[src/rtl/reset_sequencer_pkg.sv]
// Shared types and constants for the staged reset sequencer.
// State encodings, counter widths and the rst_out assertion level.
package reset_sequencer_pkg;

  typedef enum logic [2:0] {
    ST_HOLD      = 3'd0,
    ST_WAIT_LOCK = 3'd1,
    ST_RELEASE   = 3'd2,
    ST_RUN       = 3'd3,
    ST_SOFT      = 3'd4
  } seq_state_e;

  localparam int DELAY_CNT_W = 8;
  localparam int HOLD_CNT_W  = 8;
  localparam int LOSS_CNT_W  = 8;
  localparam int STAGE_IDX_W = 3;
  // One extra bit so the internal stage counter can hold NUM_STAGES == 8.
  localparam int STAGE_CNT_W = STAGE_IDX_W + 1;

  localparam logic RST_ASSERT = 1'b1;

  // Lock counter only needs to reach LOCK_FILTER-1.
  function automatic int lock_cnt_width(input int filter);
    return (filter <= 2) ? 1 : $clog2(filter);
  endfunction

endpackage

[src/rtl/reset_sequencer_sync_2ff.sv]
// Two-flop synchronizer for a single asynchronous level.
// Both flops clear to 0 under synchronous reset.
module sync_2ff (
  input  logic clk,
  input  logic reset,
  input  logic d,
  output logic q
);

  logic meta_q, meta_d;
  logic sync_q, sync_d;

  always_comb begin
    meta_d = d;
    sync_d = meta_q;
  end

  always_ff @(posedge clk) begin
    if (reset) begin
      meta_q <= 1'b0;
      sync_q <= 1'b0;
    end else begin
      meta_q <= meta_d;
      sync_q <= sync_d;
    end
  end

  assign q = sync_q;

endmodule

[src/rtl/reset_sequencer.sv]
// Releases NUM_STAGES domain resets in order once PLL lock is filtered stable.
// Soft requests and lock loss re-assert every domain and restart the sequence.
//
//   state      | meaning
//   -----------+-----------------------------------------------------
//   HOLD       | just out of reset, everything asserted
//   WAIT_LOCK  | all asserted, counting consecutive locked_s cycles
//   RELEASE    | releasing one stage every STAGE_DELAY cycles
//   RUN        | all stages released, seq_done high
//   SOFT       | soft request seen, holding all asserted SOFT_HOLD cycles
module reset_sequencer
  import reset_sequencer_pkg::*;
#(
  parameter int NUM_STAGES  = 4,
  parameter int STAGE_DELAY = 16,
  parameter int LOCK_FILTER = 8,
  parameter int SOFT_HOLD   = 32
) (
  input  logic                   clk,
  input  logic                   reset,
  input  logic                   pll_locked,
  input  logic                   soft_req,
  output logic [NUM_STAGES-1:0]  rst_out,
  output logic                   seq_done,
  output logic [STAGE_IDX_W-1:0] stage_idx,
  output logic [LOSS_CNT_W-1:0]  lock_loss_cnt
);

  localparam int LOCK_W = lock_cnt_width(LOCK_FILTER);

  localparam logic [NUM_STAGES-1:0]  RST_ALL    = {NUM_STAGES{RST_ASSERT}};
  localparam logic [LOCK_W-1:0]      LOCK_LAST  = LOCK_W'(LOCK_FILTER - 1);
  localparam logic [DELAY_CNT_W-1:0] DELAY_LAST = DELAY_CNT_W'(STAGE_DELAY - 1);
  localparam logic [HOLD_CNT_W-1:0]  HOLD_LAST  = HOLD_CNT_W'(SOFT_HOLD - 1);
  localparam logic [STAGE_CNT_W-1:0] STAGE_LAST = STAGE_CNT_W'(NUM_STAGES - 1);
  localparam logic [LOSS_CNT_W-1:0]  LOSS_MAX   = '1;

  logic locked_s;

  seq_state_e                state_q, state_d;
  logic [LOCK_W-1:0]         lock_cnt_q, lock_cnt_d;
  logic [DELAY_CNT_W-1:0]    delay_cnt_q, delay_cnt_d;
  logic [HOLD_CNT_W-1:0]     hold_cnt_q, hold_cnt_d;
  logic [STAGE_CNT_W-1:0]    stage_q, stage_d;
  logic [NUM_STAGES-1:0]     rst_out_q, rst_out_d;
  logic                      seq_done_q, seq_done_d;
  logic [LOSS_CNT_W-1:0]     loss_cnt_q, loss_cnt_d;

  sync_2ff u_lock_sync (
    .clk   (clk),
    .reset (reset),
    .d     (pll_locked),
    .q     (locked_s)
  );

  always_comb begin
    state_d     = state_q;
    lock_cnt_d  = lock_cnt_q;
    delay_cnt_d = delay_cnt_q;
    hold_cnt_d  = hold_cnt_q;
    stage_d     = stage_q;
    rst_out_d   = rst_out_q;
    seq_done_d  = seq_done_q;
    loss_cnt_d  = loss_cnt_q;

    unique case (state_q)
      ST_HOLD: begin
        rst_out_d  = RST_ALL;
        seq_done_d = 1'b0;
        lock_cnt_d = '0;
        state_d    = ST_WAIT_LOCK;
      end

      ST_WAIT_LOCK: begin
        rst_out_d  = RST_ALL;
        seq_done_d = 1'b0;
        if (!locked_s) begin
          lock_cnt_d = '0;
        end else if (lock_cnt_q == LOCK_LAST) begin
          lock_cnt_d  = '0;
          delay_cnt_d = '0;
          stage_d     = '0;
          state_d     = ST_RELEASE;
        end else begin
          lock_cnt_d = lock_cnt_q + 1'b1;
        end
      end

      ST_RELEASE, ST_RUN: begin
        // Lock loss wins over a simultaneous soft request.
        if (!locked_s) begin
          rst_out_d  = RST_ALL;
          seq_done_d = 1'b0;
          stage_d    = '0;
          lock_cnt_d = '0;
          state_d    = ST_WAIT_LOCK;
          if (loss_cnt_q != LOSS_MAX) begin
            loss_cnt_d = loss_cnt_q + 1'b1;
          end
        end else if (soft_req) begin
          rst_out_d  = RST_ALL;
          seq_done_d = 1'b0;
          stage_d    = '0;
          hold_cnt_d = '0;
          state_d    = ST_SOFT;
        end else if (state_q == ST_RELEASE) begin
          if (delay_cnt_q == DELAY_LAST) begin
            delay_cnt_d = '0;
            stage_d     = stage_q + 1'b1;
            for (int i = 0; i < NUM_STAGES; i++) begin
              if (STAGE_CNT_W'(i) == stage_q) begin
                rst_out_d[i] = ~RST_ASSERT;
              end
            end
            if (stage_q == STAGE_LAST) begin
              seq_done_d = 1'b1;
              state_d    = ST_RUN;
            end
          end else begin
            delay_cnt_d = delay_cnt_q + 1'b1;
          end
        end
      end

      ST_SOFT: begin
        rst_out_d  = RST_ALL;
        seq_done_d = 1'b0;
        if (hold_cnt_q == HOLD_LAST) begin
          lock_cnt_d = '0;
          state_d    = ST_WAIT_LOCK;
        end else begin
          hold_cnt_d = hold_cnt_q + 1'b1;
        end
      end

      default: begin
        rst_out_d  = RST_ALL;
        seq_done_d = 1'b0;
        stage_d    = '0;
        state_d    = ST_HOLD;
      end
    endcase
  end

  always_ff @(posedge clk) begin
    if (reset) begin
      state_q     <= ST_HOLD;
      lock_cnt_q  <= '0;
      delay_cnt_q <= '0;
      hold_cnt_q  <= '0;
      stage_q     <= '0;
      rst_out_q   <= RST_ALL;
      seq_done_q  <= 1'b0;
      loss_cnt_q  <= '0;
    end else begin
      state_q     <= state_d;
      lock_cnt_q  <= lock_cnt_d;
      delay_cnt_q <= delay_cnt_d;
      hold_cnt_q  <= hold_cnt_d;
      stage_q     <= stage_d;
      rst_out_q   <= rst_out_d;
      seq_done_q  <= seq_done_d;
      loss_cnt_q  <= loss_cnt_d;
    end
  end

  // With NUM_STAGES == 8 the completed index wraps to 0 on the 3-bit port.
  assign rst_out       = rst_out_q;
  assign seq_done      = seq_done_q;
  assign stage_idx     = stage_q[STAGE_IDX_W-1:0];
  assign lock_loss_cnt = loss_cnt_q;

endmodule
[config.mk]
export PLATFORM = sky130hd
export DESIGN_NAME = reset_sequencer
export DESIGN_NICKNAME = d
export VERILOG_FILES = /design/src/rtl/reset_sequencer_pkg.sv /design/src/rtl/reset_sequencer_sync_2ff.sv /design/src/rtl/reset_sequencer.sv
export SDC_FILE = /design/constraint.sdc
export NUM_CORES = 1
export LEC_CHECK = 0
export CORE_MARGIN = 2
export CORE_UTILIZATION = 49
export CTS_BUF_LIST = sky130_fd_sc_hd__clkbuf_4 sky130_fd_sc_hd__clkbuf_8
export DETAILED_ROUTE_END_ITERATION = 7
export PLACE_DENSITY = 0.8
export SLEW_MARGIN = 25
export SYNTH_ARGS = -nofsm -noshare
export SYNTH_HDL_FRONTEND = slang
export SYNTH_HIERARCHICAL = 1
export SYNTH_SLANG_ARGS = --single-unit
[constraint.sdc]
create_clock -name clk -period 1.9 [get_ports clk]
set_input_delay 0.285 -clock clk [delete_from_list [all_inputs] [get_ports clk]]
set_output_delay 0.285 -clock clk [all_outputs]
set_load 0.05 [all_outputs]
==> metrics.md <==
| Metric | Value |
|---|---|
| Final Cycle Share | 0.966 |
| Clock slew at reported path FFs | 0.08 ns |
| Hold Crit Start | u_lock_sync/meta_q |
| Drt drc | 0 |
| Clk_lat worst skew | 0.30 ns |
| Syn Nets | 266 |
| GR Util All Layers | 0.199 |
| Max_cap viols | 0 |
| Diode count | 0 |
| Vias in the first global route | 1872 |
| Final WS setup | 0.0650 ns |
| Post CTS Setup Buffer Count | 0 |
| Worst reg2reg path depth | 4 |
| Initial DRC Count | 119 |
| CP endpoint kind | output pin |
| CTS Buffer Depth | 2 |
| Setup TNS | 0 ns |
| Area after DPL | 2510 um^2 |
| # IOs | 20 |
| Area added between synthesis and finish | 17.6% |
| FMAX | 0.545 GHz |
| Initial core utilization | 0.512 |
| Worst endpoint required time | 1.62 ns |
| GR Layer Usage met3 | 0.0478 |
| Fraction of layout cells with a size suffix above 1 | 0.126 |
| Routing usage on met2 | 0.323 |
| Final instance area | 2640 um^2 |
| Post-layout min period | 1.84 ns |
| Hold Path Stages | 1 |
| Post-detail-place hpwl | 3330 um |
| Routed WL | 4590 um |
| Gpl congestion | 0.795 |
| GR peak layer | met2 |
| Arrival @ worst endpoint | 1.55 ns |
| Hold-fix buffers at CTS | 0 |
| Status | completed |
| CTS root buf | clkbuf_8 |
| Placed insts | 321 |
| Netlist Area Pre-Place | 2240 um^2 |
| Pin count of the biggest net entering global routing | 16 |
| Port bufs | 19 |
| Sequential element share of the synthesized area | 0.366 |
| PwrDens | 812 nW/um^2 |
| Asr flop ratio synth | 0 |
| Reg2Reg Launch Point | state_q[2] |
| R2r setup slk | 0.13 ns |
| Final Skew | 0.00612 ns |
| CTS tree | done |
| Final Max Slew Viols | 0 |
| GR Overflow Total | 0 |
| RSZ-0062 raised after global routing | no |
| Nets@finish | 289 |
| Worst min-delay path class | flip-flop to flip-flop |
| Setup violators final | 0 |
| Vias per cell | 5.90 |
| Slowest cell delay on critical path | 0.83 ns |
| Worst rel slew slack | 0.664 |
| Leakage | 0.952 nW |
| Post-synth cell types | 61 |
| Die Width | 71.7 um |
| CP bufs+invs | 1 |
| Yosys warns | 6 |
| Critical Path Start Type | flip-flop |
| CTS H-tree lvls | 2 |
| Hold endpoint | u_lock_sync/q |
| GR Util met1 | 0.256 |
| Non-Filler Instances | 329 |
| Worst-path cell chain | clkdlybuf4s50_1 |
| Detailed Routing Iterations Pass 1 | 4 |
| Worst-path fanout max | 6 |
| Ys flop type | dfxtp_1 |
| Mean routed wirelength per cell | 14.0 um |
| Delay-heaviest family, CP | buffers and inverters |
| Setup CP Type | flip-flop to output pin |
| Row Count | 24 |
| Setup WS pre-CTS | 0.00768 ns |
| CTS sink cnt | 41 |
| Maximum VDD drop | 0.000304 V |
| CP max-delay cell | clkdlybuf4s50_1 |
| Post-route ant nets | 0 |
| Gate Count Post-Synth | 253 |
| Die H | 71.7 um |
| Avg Cell Area, Syn | 8.87 um^2 |
| Reg2reg end | hold_cnt_q[7] |
| Die Area | 5140 um^2 |
| Total number of vias | 1941 |
| Post-synthesis register bit count | 41 |
| Most frequent cells in the layout | dfxtp_1, nand2_1, a21oi_1, clkdlybuf4s50_1, nor2_1 |
| Endpoints failing hold | 0 |
| Most common cell after layout, fill and taps aside | dfxtp_1 |
| EDFF count, synth | 0 |
| Worst Max-Slew Pin Slew | 0.503 ns |
| Initial antenna violation count | 0 |
| Cts bufs inserted | 5 |
| Global-route wire length before repair | 8260 um |
| Core area | 4380 um^2 |
## synth_stat cells, drive strengths merged, types with 3 or more instances
master | count | area share
or3 | 4 | 0.011
ha | 9 | 0.050
a21o | 4 | 0.013
xnor2 | 7 | 0.027
and3 | 3 | 0.0084
dfxtp | 41 | 0.37
nor4 | 3 | 0.015
buf | 11 | 0.029
o2111ai | 8 | 0.031
nand3 | 9 | 0.020
nand4 | 5 | 0.014
o211ai | 3 | 0.010
nor3 | 8 | 0.018
nand2 | 23 | 0.038
mux2i | 4 | 0.018
inv | 6 | 0.010
a21oi | 17 | 0.040
nand2b | 3 | 0.0084
and2 | 6 | 0.017
xor2 | 4 | 0.016
o21ai | 13 | 0.031
nor2 | 16 | 0.028
nor2b | 5 | 0.014
and4 | 3 | 0.012
clkbuf | 3 | 0.0050
a211oi | 4 | 0.013
## power by group
group          total, mW  switching [mW]  internal (mW)
registers          0.958          0.0615          0.896
logic              0.452           0.259          0.193
clock network      0.734           0.307          0.427
total               2.14           0.627           1.52
## timing repair
item | CTS | global route
gates resized for setup | 0 | 4
hold endpoints to repair | 0 | 0
endpoints found under the setup margin | 0 | 4
## logic make-up (layout without fill, tap and decap cells)
logic type,Yosys count,in the layout,share of synthesized area
compound gates,66,66,0.219
xor+xnor,11,11,0.0429
fa+ha+maj,9,9,0.0502
buf+inv,21,45,0.0457
flops,41,41,0.366
mux,4,4,0.0178
simple gates,101,101,0.259
## stage by stage
step,power (mW),hold slack [ns],util
detailed placement,1.42,0.427,0.572
global placement,1.41,0.422,0.572
CTS,2.16,0.447,0.599
global route,2.25,0.460,0.602
finish,2.14,0.444,0.602
floorplan,1.31,0.357,-
## registers in the layout, summed over array words and instances (netlist names)
register and cells:
rst_out 4, hold_cnt_q 8, u_lock_sync/meta_q 1, lock_loss_cnt 8
u_lock_sync/q 1, lock_cnt_q 3, delay_cnt_q 8, state_q 3
seq_done 1, stage_q 4
## cell type report
type	instances	area, um^2
Clock inverter	2	37.5
Fill cell	390	1750
Multi-Input combinational cell	191	1330
Inverter	7	26.3
Clock buffer	6	82.6
Timing Repair Buffer	30	280
Sequential cell	41	821
Tap cell	52	65.1
## worst reg2reg max path, cell delays in order (launching register included)
cell and delay, ns:
dfxtp_1 0.46, or3b_2 0.53, a31o_1 0.33, a21oi_2 0.18, mux2i_1 0.20
## layer usage
layer | vias up | wire length (um)
met1 | 912 | 2190
met5 | - | 0
li1 | 982 | -
met4 | 0 | 65
met2 | 40 | 2160
met3 | 7 | 173
## how the worst max path moves through the flow
stage                     cells past startpoint        startpoint  slack [ns]          endpoint
after floorplan                               5  lock_loss_cnt[0]        0.13  lock_loss_cnt[1]
after global placement                        5          soft_req        0.03    delay_cnt_q[6]
after detailed placement                      5          soft_req       0.008    delay_cnt_q[6]
after CTS                                     1  lock_loss_cnt[3]        0.02  lock_loss_cnt[3]
after global routing                          1        stage_q[2]       0.005      stage_idx[2]
final                                         1        stage_q[2]        0.06      stage_idx[2]
Power figures use the tool's default switching activity.
